## config.mk

```make
export PLATFORM = sky130hd
export DESIGN_NAME = ifetch_dmem_sram_arbiter
export DESIGN_NICKNAME = d
export VERILOG_FILES = /design/src/rtl/ifetch_dmem_sram_arbiter.sv
export SDC_FILE = /design/constraint.sdc
export NUM_CORES = 1
export LEC_CHECK = 0
export BUFFER_PORTS_ARGS = -buffer_cell sky130_fd_sc_hd__buf_2
export CELL_PAD_IN_SITES_DETAIL_PLACEMENT = 1
export CELL_PAD_IN_SITES_GLOBAL_PLACEMENT = 2
export CORE_ASPECT_RATIO = 1.75
export CORE_MARGIN = 5
export CORE_UTILIZATION = 30
export CTS_CLUSTER_SIZE = 10
export DETAILED_ROUTE_END_ITERATION = 8
export PLACE_DENSITY_LB_ADDON = 0.25
export SLEW_MARGIN = 20
export SYNTH_ARGS = -nofsm -noshare
export SYNTH_HDL_FRONTEND = slang
export SYNTH_SLANG_ARGS = --single-unit
```

## constraint.sdc

```tcl
create_clock -name clk -period 2.1 [get_ports clk]
set_clock_uncertainty 0.15 [all_clocks]
set_input_delay 0.105 -clock clk [delete_from_list [all_inputs] [get_ports clk]]
set_output_delay 0.105 -clock clk [all_outputs]
set_load 0.03 [all_outputs]
```

## src/rtl/ifetch_dmem_sram_arbiter.sv

```systemverilog
// ============================================================================
// Module      : ifetch_dmem_sram_arbiter
// Description : Shares one asynchronous single-port SRAM between the
//               instruction-fetch port and the data-memory port. Sequences
//               the SRAM strobes with programmable wait states, returns read
//               data with a one-cycle finish pulse and raises pipeline stalls.
// Revision    : 1.0 - initial release
// ============================================================================
`default_nettype none
`timescale 1ns/1ps

module ifetch_dmem_sram_arbiter #(
  parameter int ADDR_W  = 20,
  parameter int RD_WAIT = 1,
  parameter int WR_WAIT = 2
) (
  input  logic              clk,
  input  logic              rst_n,
  // instruction fetch port
  input  logic              i_if_req,
  input  logic [ADDR_W-1:0] i_if_addr,
  output logic [31:0]       o_if_rdata,
  output logic              o_if_fin,
  output logic              o_stall_if,
  // data memory port
  input  logic              i_dm_req,
  input  logic              i_dm_we,
  input  logic [3:0]        i_dm_be,
  input  logic [ADDR_W-1:0] i_dm_addr,
  input  logic [31:0]       i_dm_wdata,
  output logic [31:0]       o_dm_rdata,
  output logic              o_dm_fin,
  output logic              o_stall_mem,
  // SRAM side
  output logic [ADDR_W-1:0] o_ram_addr,
  output logic [31:0]       o_ram_wdata,
  output logic              o_ram_dq_oe,
  input  logic [31:0]       i_ram_rdata,
  output logic              o_ram_ce_n,
  output logic              o_ram_oe_n,
  output logic              o_ram_we_n,
  output logic [3:0]        o_ram_be_n
);

  localparam int MAX_WAIT = (RD_WAIT > WR_WAIT) ? RD_WAIT : WR_WAIT;
  localparam int CNT_W    = $clog2(MAX_WAIT + 1);
  localparam logic [CNT_W-1:0] RD_LOAD = CNT_W'(RD_WAIT - 1);
  localparam logic [CNT_W-1:0] WR_LOAD = CNT_W'(WR_WAIT - 1);

  localparam logic [2:0] S_IDLE    = 3'd0;
  localparam logic [2:0] S_IRD     = 3'd1;
  localparam logic [2:0] S_DRD     = 3'd2;
  localparam logic [2:0] S_DWR     = 3'd3;
  localparam logic [2:0] S_DWR_REC = 3'd4;

  logic [2:0]        r_state;
  logic [CNT_W-1:0]  r_cnt;
  logic              r_last_dm;   // 1 = last grant went to data, 0 = fetch
  logic [ADDR_W-1:0] r_ram_addr;
  logic [31:0]       r_ram_wdata;
  logic              r_ram_dq_oe;
  logic              r_ram_ce_n;
  logic              r_ram_oe_n;
  logic              r_ram_we_n;
  logic [3:0]        r_ram_be_n;
  logic [31:0]       r_if_rdata;
  logic [31:0]       r_dm_rdata;
  logic              r_if_fin;
  logic              r_dm_fin;

  logic              w_pick_dm;
  logic              w_pick_if;

  // On a tie the port that did not win last time is served.
  assign w_pick_dm = i_dm_req & (~i_if_req | ~r_last_dm);
  assign w_pick_if = i_if_req & ~w_pick_dm;

  // Arbitration, strobe sequencing and read-data capture.
  always_ff @(posedge clk or negedge rst_n) begin
    if (!rst_n) begin
      r_state     <= S_IDLE;
      r_cnt       <= '0;
      r_last_dm   <= 1'b0;
      r_ram_addr  <= '0;
      r_ram_wdata <= '0;
      r_ram_dq_oe <= 1'b0;
      r_ram_ce_n  <= 1'b1;
      r_ram_oe_n  <= 1'b1;
      r_ram_we_n  <= 1'b1;
      r_ram_be_n  <= 4'hF;
      r_if_rdata  <= '0;
      r_dm_rdata  <= '0;
      r_if_fin    <= 1'b0;
      r_dm_fin    <= 1'b0;
    end else begin
      r_if_fin <= 1'b0;
      r_dm_fin <= 1'b0;
      case (r_state)
        S_IDLE: begin
          if (w_pick_dm) begin
            r_last_dm  <= 1'b1;
            r_ram_addr <= i_dm_addr;
            r_ram_ce_n <= 1'b0;
            if (i_dm_we) begin
              r_state     <= S_DWR;
              r_cnt       <= WR_LOAD;
              r_ram_wdata <= i_dm_wdata;
              r_ram_be_n  <= ~i_dm_be;
              r_ram_we_n  <= ~(|i_dm_be);  // empty byte mask: keep we_n high
              r_ram_dq_oe <= 1'b1;
            end else begin
              r_state    <= S_DRD;
              r_cnt      <= RD_LOAD;
              r_ram_be_n <= 4'h0;
              r_ram_oe_n <= 1'b0;
            end
          end else if (w_pick_if) begin
            r_last_dm  <= 1'b0;
            r_state    <= S_IRD;
            r_cnt      <= RD_LOAD;
            r_ram_addr <= i_if_addr;
            r_ram_ce_n <= 1'b0;
            r_ram_oe_n <= 1'b0;
            r_ram_be_n <= 4'h0;
          end
        end
        S_IRD, S_DRD: begin
          if (r_cnt == '0) begin
            if (r_state == S_IRD) begin
              r_if_rdata <= i_ram_rdata;
              r_if_fin   <= 1'b1;
            end else begin
              r_dm_rdata <= i_ram_rdata;
              r_dm_fin   <= 1'b1;
            end
            r_state    <= S_IDLE;
            r_ram_ce_n <= 1'b1;
            r_ram_oe_n <= 1'b1;
            r_ram_be_n <= 4'hF;
          end else begin
            r_cnt <= r_cnt - 1'b1;
          end
        end
        S_DWR: begin
          if (r_cnt == '0) begin
            // release we_n first, keep address/data driven for hold time
            r_state    <= S_DWR_REC;
            r_ram_we_n <= 1'b1;
          end else begin
            r_cnt <= r_cnt - 1'b1;
          end
        end
        S_DWR_REC: begin
          r_state     <= S_IDLE;
          r_ram_ce_n  <= 1'b1;
          r_ram_dq_oe <= 1'b0;
          r_ram_be_n  <= 4'hF;
          r_dm_fin    <= 1'b1;
        end
        default: begin
          r_state     <= S_IDLE;
          r_ram_ce_n  <= 1'b1;
          r_ram_oe_n  <= 1'b1;
          r_ram_we_n  <= 1'b1;
          r_ram_dq_oe <= 1'b0;
          r_ram_be_n  <= 4'hF;
        end
      endcase
    end
  end

  assign o_stall_if  = i_if_req & ~r_if_fin;
  assign o_stall_mem = i_dm_req & ~r_dm_fin;

  assign o_if_rdata  = r_if_rdata;
  assign o_if_fin    = r_if_fin;
  assign o_dm_rdata  = r_dm_rdata;
  assign o_dm_fin    = r_dm_fin;
  assign o_ram_addr  = r_ram_addr;
  assign o_ram_wdata = r_ram_wdata;
  assign o_ram_dq_oe = r_ram_dq_oe;
  assign o_ram_ce_n  = r_ram_ce_n;
  assign o_ram_oe_n  = r_ram_oe_n;
  assign o_ram_we_n  = r_ram_we_n;
  assign o_ram_be_n  = r_ram_be_n;

endmodule

`default_nettype wire

```

# --- After elaboration in Yosys (flattened, before gate mapping) ---
# Index checks and enable logic that the tools add are counted.
word_totals:
  register_bits: 132
  latchBits: 0
  mem_bits_rw: 0
  mem_bits_ro: 0
  input_bits: 113
  mem_count: 0
op_classes:
  add_sub_neg: 1
  mul: 0
  n_div: 0
  magnitude_cmp: 0
  eq_ne: 11
  shift: 0
  mux: 38
  n_bitwise: 17
  reduce_logical: 19
op_table:
  columns: ["operator", "count"]
  rows:
  - ["20-bit 2-to-1 mux", 2]
  - ["3-bit AND reduction", 7]
  - ["1-bit 2-to-1 mux", 17]
  - ["4-bit 2-to-1 mux", 4]
  - ["3-bit 2-to-1 mux", 4]
  - ["4-bit one-hot mux with 3 select lines", 1]
  - ["1-bit NOT", 11]
  - ["2-bit != test, second input constant", 5]
  - ["1-bit one-hot mux with 3 select lines", 3]
  - ["3-bit one-hot mux with 3 select lines", 1]
  - ["4-bit AND reduction", 2]
  - ["3-bit by 2-bit == test with 1-bit output, second input constant", 2]
  - ["2-bit 2-to-1 mux", 3]
  - ["3-bit != test, second input constant", 2]
  - ["3-bit OR reduction", 2]
  - ["1-bit bitwise AND", 4]
  - ["4-bit NOT", 1]
  - ["1-bit one-hot mux with 2 select lines", 2]
  - ["2-bit one-hot mux with 2 select lines", 1]
  - ["2-bit nonzero test", 2]
  - ["2-bit OR reduction", 2]
  - ["4-bit OR reduction", 1]
  - ["3-bit by 1-bit == test with 1-bit output, second input constant", 1]
  - ["3-bit == test, second input constant", 1]
  - ["5 further kinds", 5]

# --- Longest topological paths before layout ---
# Gate-level depths: netlist of run 1.
depth:
  word_depth: 8
  depth_mapped: 7
  depth_no_buf: 5

# --- Worst setup path before layout of run 1 ---
# Ideal clock, no wire load.
synth_path:
  path_kind: "register -> register"
  start: "register r_cnt[0]"
  end: "register r_dm_rdata[10], in the netlist o_dm_rdata[10]"
  arrival_ps: 1617
  required_ps: 1825
  slack_ps: 208
  stages_incl_launch_ff: 8
  n_path_buf: 2
  cell_sequence: "dfrtp_1 > inv_1 > ha_1 > buf_2 > nand2_1 > nor3_2 > buf_2 > mux2_2"
synth_between:
  elab_chain_len: 2
synth_lines:
  columns: ["element", "line_no", "source"]
  rows:
  - ["start, declared", "57", "logic [CNT_W-1:0] r_cnt;"]
  - ["start signal, assigned", "141", "r_cnt <= r_cnt - 1'b1;"]
  - ["start signal, assigned", "150", "r_cnt <= r_cnt - 1'b1;"]
  - ["2-bit zero test", "128", "if (r_cnt == '0) begin"]
  - ["3-bit AND reduction (no line)", null, null]
  - ["end signal, assigned", "133", "r_dm_rdata <= i_ram_rdata;"]
  - ["end, declared", "67", "logic [31:0] r_dm_rdata;"]
# No other way between the ends.
# A chain may end at the register's enable or synchronous reset.

# --- Worst setup path in the final report of run 1 ---
layout_path:
  start: "register r_last_dm"
  end: "register r_ram_addr[4], in the netlist o_ram_addr[4]"
layout_between:
  elab_chain_len: 7
  word_cells_on_any_way: 8
  cone_classes: "mux (1); bitwise (5); reduce/logical (2)"
layout_lines:
  columns: ["element", "line_no", "source"]
  rows:
  - ["start, declared", "58", "logic r_last_dm;"]
  - ["start signal, assigned", "83", "r_last_dm <= 1'b0;"]
  - ["start signal, assigned", "101", "r_last_dm <= 1'b1;"]
  - ["start signal, assigned", "118", "r_last_dm <= 1'b0;"]
  - ["1-bit NOT (*)", "75", "assign w_pick_dm = i_dm_req & (~i_if_req | ~r_last_dm);"]
  - ["1-bit OR (*)", "75", null]
  - ["1-bit bitwise AND (*)", "75", null]
  - ["1-bit NOT", "76", "assign w_pick_if = i_if_req & ~w_pick_dm;"]
  - ["1-bit bitwise AND", "76", null]
  - ["2-bit nonzero test (no line)", null, null]
  - ["2-bit AND reduction (no line)", null, null]
  - ["end signal, assigned", "102", "r_ram_addr <= i_dm_addr;"]
  - ["end signal, assigned", "121", "r_ram_addr <= i_if_addr;"]
  - ["end, declared", "59", "logic [ADDR_W-1:0] r_ram_addr;"]
# Every way passes the cells marked *; elsewhere a longest branch is shown, timed or not.

==> results by group, run 1 <==
Worst setup path
  – WS Path Type: register to register
  – Required time of the critical path: 2220 ps
  – Startpoint types: register
  – Worst path arrival time: 2140 ps
  – Crit Reg-Reg Startpoint: r_last_dm
  – CP Launch Point: r_last_dm
  – Critical Path Fanout Max: 14
  – Setup crit end kind: register

Placed design
  – HPWL after DPL: 11500 um
  – DP Area: 6780 um^2
  – Placed Instances: 826
  – Place WS: 182 ps
  – IO Port Bufs: 240
  – GPL Wtd Cong: 0.721

Detailed routing
  – Routed wire per std cell: 17.0 um
  – Pre-Repair DR Iteration Count: 4
  – DRC viols: 0
  – Vias: 4322
  – Initial drt markers: 68
  – Total Wirelength: 16400 um
  – Vias per inst: 4.46
  – Antenna viol nets, final: 0

CTS
  – Clock buffer depth: 2
  – Clock transition at the registers of the reported paths: 60 ps
  – Total CTS buffers: 17
  – Clock sinks: 132
  – Clk_lat worst skew: 410 ps
  – CTS tree: done
  – H-Tree Depth: 4
  – Clk root buf: clkbuf_16

Yosys
  – Yosys reg bits: 132
  – Syn Area/Cell: 14.5 um^2
  – EDFF count, synth: 0
  – Ys Warns: 0
  – Area leader, netlist: dfrtp_1
  – Synth top cells by count: dfrtp_1 (125), mux2_2 (95), nand2_1 (25)
  – Most used DFF post-synth: dfrtp_1
  – Post-synthesis net count: 479
  – Area contributors post-synth: dfrtp_1 (59%), mux2_2 (20%), mux2i_1 (3.8%), dfstp_2 (3.5%), o21ai_0 (2.1%)
  – Gate Count Post-Synth: 365
  – Synthesized area: 5280 um^2
  – Post-synth top area share: 59.3%
  – Post-synth cell types: 35
  – FFs w/ async S/R, synth: 100%
  – Sequential cell area fraction in the yosys report: 62.8%
  – Cell with the most instances after synthesis: dfrtp_1

Cells and area
  – Finished Cell Area: 8450 um^2
  – Layout cells sized above 1: 52.7%
  – Finished Layout Cells: 969
  – Register Area: 3310 um^2
  – Multi-input logic area: 1840 um^2
  – Fill cells: 1858
  – Antenna cells: 0
  – Area Growth Syn to Fin: 60.1%
  – Nets: 840

Power and ir drop
  – PD cells: 1700 nW/um^2
  – Maximum vdd drop: 0.000764 V
  – Leak Pwr: 4.04 nW
  – Total power: 14.3 mW

STA
  – Sum Neg Setup Slack: 0 ps
  – Pins Over Slew Limit: 0
  – Max-slew headroom: 68.4%
  – Fmax: 495 MHz
  – Finish-stage setup viols: 0
  – Fraction of the cycle the final worst path needs: 96.2%
  – Unrepaired setup endpoints after global routing: yes
  – Worst slew pin tran: 474 ps
  – Fin crit period: 2020 ps
  – Worst path setup slack after routing: 80.8 ps
  – Final Hold Viols: 0

Global routing
  – Overall Global Routing Usage: 16.3%
  – Largest net degree at the start of global routing: 51
  – Vias in the first global route: 4909
  – GR Overflow Total: 0
  – Initial antenna violation count: 0
  – First-pass GRT wire length: 25400 um

Floorplan
  – Die width: 110 um
  – Initial Utilization: 30.4%
  – Cell Rows: 64
  – Die H: 185 um
  – Core area: 17400 um^2
  – IO Count: 241
  – Die footprint: 20400 um^2

Outcome
  – Status: completed

Job
  – Max Cap Viol: 0

Hold path
  – Min-Delay Path Class: input port to asynchronous set/reset pin
## logic make-up (layout without fill, tap and decap cells)
group,after synthesis,count (layout),share of synthesized area [%]
AOI/OAI and AO/OA,41,41,4.65
DFF,132,132,62.8
muxes,117,117,24.5
xor gates and xnor gates,1,1,0.166
buffers and inverters,24,397,2.73
and+or+nand+nor,49,49,4.96
adders and majority gates,1,1,0.237
## cells in the final DEF (no fill, tap or decap), drive strengths merged
cell,count
mux2,97
nand2,25
clkinvlp,4
or2,1
a31oi,3
clkinv,5
dfstp,7
nor2,10
inv,3
o21a,1
buf,251
dlygate4sd3,112
nor2b,3
bufinv,1
mux2i,20
a21o,1
a21boi,1
nor3,4
a21oi,3
clkbuf,21
xor2,1
nor4,1
nor3b,1
o21ai,23
o22a,4
a22o,2
nand2b,3
o22ai,2
dfrtp,125
ha,1
a211o,1
nand3,1
## per-layer routing
layer  global-route usage, %  vias up  wire length [um]
met5                       0        -                 0
met4                    6.21        0               334
met3                    4.95       24              1250
met2                    30.2      172              8970
met1                    16.7     2129              5880
li1                        -     1997                 -
## sequential cells by signal, indices dropped and copies added, names as in the netlist, 2 cells and up
signal and count:
o_dm_rdata 32, o_if_rdata 32, o_ram_wdata 32, o_ram_addr 20
o_ram_be_n 4, r_state 3, r_cnt 2
## final cells by class
type | instances | share of cell area [%]
Tap cell | 231 | 3.42
Clock buffer | 21 | 5.33
Inverter | 3 | 0.133
Timing Repair Buffer | 363 | 29.1
Clock inverter | 10 | 1.01
Sequential cell | 132 | 39.2
Multi-Input combinational cell | 209 | 21.8
## critical path, cell delays in order (launching register included)
cell           delay, ps
dfrtp_1              410
a21boi_4             230
buf_8                210
mux2i_1              230
dlygate4sd3_1        570
o21ai_0               80
## power by group
part / switching, mW / internal [mW]
clock: 1.06 / 1.64
sequential: 0.717 / 3.90
combinational: 4.43 / 2.60
total: 6.21 / 8.14
## metrics by stage
step / util [%] / hold WS (ps)
3_3_place_gp: 39.0 / -98.6
3_5_place_dp: 39.0 / -90.3
5_1_grt: 48.6 / 67.2
6_report: 48.6 / 31.5
2_1_floorplan: - / -341
4_1_cts: 48.6 / 10.9
## what timing repair did
item	CTS	global route
setup buffers	0	0
hold buffers	112	0
setup endpoints to repair	0	14
hold endpoints to repair	255	0
gates resized for setup	0	3
## final timing paths
path                                        to  slack (ps)  depth (start not counted)
worst max-delay path             o_ram_addr[4]          80                          5
worst max register to register   o_ram_addr[4]          80                          5
max in group asynchronous       o_dm_rdata[25]        1100                          3
min in group clk                    r_state[0]          30                          3
worst min-delay path            o_ram_addr[12]          30                          2
worst min register to register  o_ram_addr[10]         320                          2
Power figures use the tool's default switching activity.
==> run 2, diff against run 1 <==
PLACE_DENSITY_LB_ADDON = 0.1   (was 0.25)
==> run 2 against run 1 <==
Die area unchanged; non-clock buffer count grew 3; fmax rose by 5.3%; combinational power about the same; utilization up 0.46 points; critical path type unchanged; largest cell class unchanged; largest power group unchanged; highest routed layer unchanged.
==> results by group, run 2 (synthesis results as in run 1) <==
Floorplan
  – Die width: 110 um
  – Core area: 17400 um^2
  – Cell Rows: 64
  – Initial Utilization: 30.4%
  – Die footprint: 20400 um^2
  – IO Count: 241
  – Die H: 185 um

Detailed routing
  – Pre-Repair DR Iteration Count: 4
  – Routed wire per std cell: 16.8 um
  – Total Wirelength: 16400 um
  – Initial drt markers: 55
  – DRC viols: 0
  – Vias per inst: 4.38
  – Vias: 4263
  – Antenna viol nets, final: 0

Worst setup path
  – WP depth: 5
  – Delay of the slowest cell on the worst path: 560 ps
  – Slowest-stage cell, CP: dlygate4sd3_1
  – Startpoint types: register
  – Worst reg2reg setup slack: 180 ps
  – CP Launch Point: r_last_dm
  – R2r worst-path depth: 5
  – Setup crit end kind: register
  – Worst path arrival time: 2050 ps
  – Crit path cell chain: a21boi_4 -> buf_4 -> mux2i_1 -> dlygate4sd3_1 -> o21ai_0
  – Required time of the critical path: 2240 ps
  – Worst Path Buf+Inv: 2
  – Setup crit end: o_ram_addr[2]
  – WS Path Type: register to register
  – Worst R2R End: o_ram_addr[2]
  – Critical Path Fanout Max: 8
  – Crit Reg-Reg Startpoint: r_last_dm
  – Top delay family on crit path: buffers and inverters

Cells and area
  – Finished Cell Area: 8530 um^2
  – Antenna cells: 0
  – Commonest non-fill, non-tap cell in the layout: buf_2
  – Most frequent cells in the layout: buf_2 (239), dfrtp_1 (125), dlygate4sd3_1 (112)
  – Nets: 843
  – Layout cells sized above 1: 53.1%
  – Area Growth Syn to Fin: 61.7%

Power and ir drop
  – Clock Power Share: 20.0%
  – Total power: 14.5 mW
  – Sw Pwr: 6.23 mW
  – Maximum vdd drop: 0.000949 V
  – Internal: 8.29 mW
  – Net Sw Frac: 42.9%
  – Comb pwr share: 48.3%
  – PD cells: 1700 nW/um^2
  – Seq pwr share: 31.7%
  – Leak Pwr: 4.10 nW

STA
  – Sum Neg Setup Slack: 0 ps
  – Final Hold Viols: 0
  – Worst path setup slack after routing: 183 ps
  – Hold WS: 58.3 ps
  – Unrepaired setup endpoints after global routing: no
  – Fmax: 522 MHz
  – Worst slew pin tran: 621 ps
  – Max-slew headroom: 58.6%
  – Fin crit period: 1920 ps
  – Fraction of the cycle the final worst path needs: 91.3%
  – Pins Over Slew Limit: 0
  – Finish-stage setup viols: 0

Global routing
  – Overall Global Routing Usage: 16.4%
  – Initial antenna violation count: 0
  – GR Overflow Total: 0
  – Largest net degree at the start of global routing: 54
  – First-pass GRT wire length: 25600 um
  – Vias in the first global route: 4917

Placed design
  – DP Area: 6810 um^2
  – GPL Wtd Cong: 0.748
  – HPWL after DPL: 11400 um
  – Place WS: 172 ps
  – IO Port Bufs: 240

CTS
  – H-Tree Depth: 4
  – CTS tree: done
  – Clock buffer depth: 2
  – Clock sinks: 132
  – Clock transition at the registers of the reported paths: 60 ps
  – Total CTS buffers: 17
  – Clk_lat worst skew: 410 ps
  – Resized cells post-CTS: 0
  – Clk root buf: clkbuf_16

Outcome
  – Status: completed

Job
  – Max Cap Viol: 0

Hold path
  – Min-Delay Path Class: input port to register
run 2: layout make-up:
cell class / count / area (um^2)
Multi-Input combinational cell: 209 / 1840
Clock inverter: 12 / 133
Clock buffer: 20 / 447
Inverter: 3 / 11.3
Fill cell: 1866 / 8850
Tap cell: 231 / 289
Sequential cell: 132 / 3310
Timing Repair Buffer: 366 / 2500
run 2: timing repair:
action,CTS,global route
setup buffers,0,2
setup endpoints to repair,0,4
hold buffers,112,0
endpoints found under the hold margin,253,0
run 2: worst min-delay path by stage:
stage | start | endpoint | slack (ps) | depth (start not counted)
2_1_floorplan | rst_n | o_dm_fin | -340 | 0
4_1_cts | i_dm_req | r_state[1] | 20 | 4
6_report | i_dm_req | o_ram_ce_n | 60 | 3
5_1_grt | i_dm_req | o_ram_ce_n | 80 | 3
3_3_place_gp | rst_n | o_ram_addr[17] | -50 | 1
3_5_place_dp | rst_n | o_ram_addr[17] | -40 | 1
run 2: through the flow:
| stage | util [%] | cells |
|---|---|---|
| 5_1_grt | 49.1 | 973 |
| 3_3_place_gp | 39.2 | 827 |
| 3_5_place_dp | 39.2 | 827 |
| 2_1_floorplan | - | 365 |
| 6_report | 49.1 | 973 |
| 4_1_cts | 49.0 | 971 |
run 2: worst register-to-register path, cell delays in order, from the launching register on:
cell           delay [ps]
dfrtp_1               410
a21boi_4              190
buf_4                 210
mux2i_1               200
dlygate4sd3_1         560
o21ai_0                70
run 2: layer usage:
layer	up-vias	track usage [%]	part of all wire (%)
met1	2073	16.2	34
li1	2006	-	-
met3	21	6.24	8.8
met4	0	5.77	2.0
met2	163	30.4	56
met5	-	0	0
run 2: power by group through the flow:
stage / combinational [mW] / sequential, mW / clock, mW
3_3_place_gp: 6.84 / 4.58 / 0
5_1_grt: 7.51 / 4.78 / 3.11
4_1_cts: 7.12 / 4.62 / 3.00
2_1_floorplan: 2.35 / 7.01 / 0
6_report: 7.01 / 4.60 / 2.91
3_5_place_dp: 6.95 / 4.65 / 0
==> run 3, diff against run 2 <==
--- a/config.mk
+++ b/config.mk
@@ -7,2 +7,3 @@
 export LEC_CHECK = 0
+export ABC_AREA = 1
 export BUFFER_PORTS_ARGS = -buffer_cell sky130_fd_sc_hd__buf_2
@@ -12,3 +13,3 @@
 export CORE_MARGIN = 5
-export CORE_UTILIZATION = 30
+export CORE_UTILIZATION = 26
 export CTS_CLUSTER_SIZE = 10
==> constraint.sdc (replaced) <==
create_clock -name clk -period 1.9 [get_ports clk]
set_clock_uncertainty 0.15 [all_clocks]
set_input_delay 0.095 -clock clk [delete_from_list [all_inputs] [get_ports clk]]
set_output_delay 0.095 -clock clk [all_outputs]
set_load 0.01 [all_outputs]
==> run 3 against run 2 <==
Register-to-register slack is essentially flat; clock power grew 15%; sequential cell count is the same; combinational power shrank 21%; largest cell class unchanged; highest routed layer unchanged.
==> results by group, run 3 <==
Worst setup path
  – Crit Reg-Reg Startpoint: r_state[1]
  – Setup crit end kind: register
  – Crit path cell chain: nor2_2 -> nand2_4 -> inv_6 -> nand2_4 -> inv_6 -> nand3_1 -> o21a_1
  – R2r worst-path depth: 7
  – Worst reg2reg setup slack: 190 ps
  – Startpoint types: register
  – Top delay family on crit path: simple AND/OR/NAND/NOR gates
  – Slowest-stage cell, CP: dfrtp_1
  – Delay of the slowest cell on the worst path: 470 ps
  – Critical Path Fanout Max: 40
  – Required time of the critical path: 2050 ps
  – Worst R2R End: o_ram_addr[11]
  – Worst path arrival time: 1870 ps
  – WS Path Type: register to register
  – Worst Path Buf+Inv: 2

Floorplan
  – Core area: 20800 um^2
  – Die H: 201 um
  – Initial Utilization: 26.2%
  – Die width: 119 um
  – IO Count: 241
  – Cell Rows: 70
  – Die footprint: 24000 um^2

CTS
  – H-Tree Depth: 4
  – CTS tree: done
  – Clk root buf: clkbuf_16
  – Clock buffer depth: 2
  – Clk_lat worst skew: 410 ps
  – Clock transition at the registers of the reported paths: 60 ps
  – Total CTS buffers: 17
  – Postcts setup bufs: 0
  – Clock sinks: 132

Hold path
  – Min-Delay Path Class: input port to asynchronous set/reset pin

Yosys
  – Area contributors post-synth: dfrtp_1 (58%), nand2_1 (17%), o21ai_1 (3.7%), dfstp_2 (3.4%), o21ai_0 (3.3%)
  – Post-synth cell types: 25
  – Gate Count Post-Synth: 600
  – Area leader, netlist: dfrtp_1
  – Post-synthesis net count: 714
  – Cell with the most instances after synthesis: nand2_1
  – Synthesized area: 5440 um^2
  – Most used DFF post-synth: dfrtp_1
  – Sequential cell area fraction in the yosys report: 60.9%
  – Post-synth top area share: 57.5%
  – Ys Warns: 0
  – Syn Area/Cell: 9.06 um^2
  – FFs w/ async S/R, synth: 100%
  – EDFF count, synth: 0
  – Yosys reg bits: 132
  – Synth top cells by count: nand2_1 (248), dfrtp_1 (125), inv_1 (44)

Global routing
  – Overall Global Routing Usage: 16.0%
  – GR Overflow Total: 0
  – Vias in the first global route: 5955
  – Initial antenna violation count: 0
  – First-pass GRT wire length: 30600 um
  – Largest net degree at the start of global routing: 66

STA
  – Final Hold Viols: 0
  – Max-slew headroom: 63.0%
  – Unrepaired setup endpoints after global routing: no
  – Fraction of the cycle the final worst path needs: 90.1%
  – Sum Neg Setup Slack: 0 ps
  – Worst slew pin tran: 554 ps
  – Pins Over Slew Limit: 0
  – Finish-stage setup viols: 0
  – Fin crit period: 1710 ps
  – Fmax: 584 MHz

Power and ir drop
  – Net Sw Frac: 38.0%
  – Internal: 8.62 mW
  – Comb pwr share: 39.7%
  – Maximum vdd drop: 0.000591 V
  – Sw Pwr: 5.29 mW
  – Total power: 13.9 mW
  – Seq pwr share: 36.3%
  – Leak Pwr: 4.60 nW
  – PD cells: 1610 nW/um^2
  – Clock Power Share: 24.0%

Cells and area
  – Antenna cells: 0
  – Finished Layout Cells: 1221
  – Layout cells sized above 1: 31.8%
  – Nets: 1070
  – Most frequent cells in the layout: nand2_1 (248), buf_2 (239), dfrtp_1 (125)
  – Commonest non-fill, non-tap cell in the layout: nand2_1
  – Area Growth Syn to Fin: 58.8%

Detailed routing
  – Vias: 5286
  – Total Wirelength: 18800 um
  – Vias per inst: 4.33
  – Pre-Repair DR Iteration Count: 4
  – Routed wire per std cell: 15.4 um
  – DRC viols: 0
  – Initial drt markers: 142
  – Antenna viol nets, final: 0

Placed design
  – IO Port Bufs: 240
  – Placed Instances: 1078
  – HPWL after DPL: 13600 um
  – GPL Wtd Cong: 0.784

Outcome
  – Status: completed

Job
  – Max Cap Viol: 0
## run 3: changes by cell type in the layout (fill, tap and decap cells not counted), moves of 19 or more
cell and delta:
o21a_1 +19, o21ai_1 +40, mux2_2 -95, mux2i_1 -20
inv_1 +41, nand3_1 +19, nand2_1 +223
## run 3: layout make-up
type	count	area, um^2
fill	2435	12100
sequential	132	3310
timing repair buffer	364	2460
multi-input combinational	391	1750
clock buffer	25	515
tap	252	315
inverter	50	198
clock inverter	7	93.8
## run 3: worst max path at each step
stage,startpoint,end,depth (start not counted)
floorplan,r_state[1],o_ram_addr[1],8
global placement,r_cnt[0],o_if_rdata[14],8
detailed placement,r_cnt[0],o_if_rdata[5],8
CTS,r_cnt[0],o_if_rdata[5],8
global route,r_state[1],o_ram_addr[7],7
finish,r_state[1],o_ram_addr[11],7
## run 3: power groups by stage
stage	Sequential, mW	Combinational (mW)	Clock (mW)
final	5.04	5.52	3.34
after floorplan	5.61	2.56	0
after global routing	5.23	6.22	3.61
after CTS	5.09	5.68	3.47
after global placement	5.06	5.34	0
after detailed placement	5.11	5.49	0
## run 3: repair_timing
| item | CTS | global route |
|---|---|---|
| endpoints found under the setup margin | 0 | 1 |
| hold endpoints to repair | 254 | 0 |
| gates resized for setup | 0 | 1 |
| hold buffers | 111 | 0 |
## run 3: metal layers
metal / track usage [%] / wire, um / vias up
met5: 0 / 0 / -
met4: 5.74 / 293 / 0
met3: 5.43 / 1280 / 19
met2: 30.1 / 10300 / 162
met1: 16.2 / 6920 / 2516
li1: - / - / 2589
## run 3: kinds of logic after synthesis
group	after synthesis	synth area share [%]
and+or+nand+nor	291	21.7
DFF	132	60.9
AOI/OAI and AO/OA	99	10.1
buffers and inverters	77	7.06
adders and majority gates	1	0.230
## run 3: per-stage QoR
| step | utilization (%) | setup slack, ps | instance area, um^2 | hold WS [ps] |
|---|---|---|---|---|
| after floorplan | - | 463 | 5440 | -351 |
| after global placement | 33.3 | 191 | 6920 | -62.4 |
| after detailed placement | 33.3 | 139 | 6920 | -54.1 |
| after CTS | 41.6 | 129 | 8640 | 41.5 |
| after global routing | 41.6 | 36.4 | 8640 | 84.9 |
| final | 41.6 | 187 | 8640 | 51.2 |
## run 3: worst reg2reg max path, stage by stage (launching register included)
cell	delay (ps)
dfrtp_1	470
nor2_2	180
nand2_4	110
inv_6	100
nand2_4	80
inv_6	240
nand3_1	150
o21a_1	120
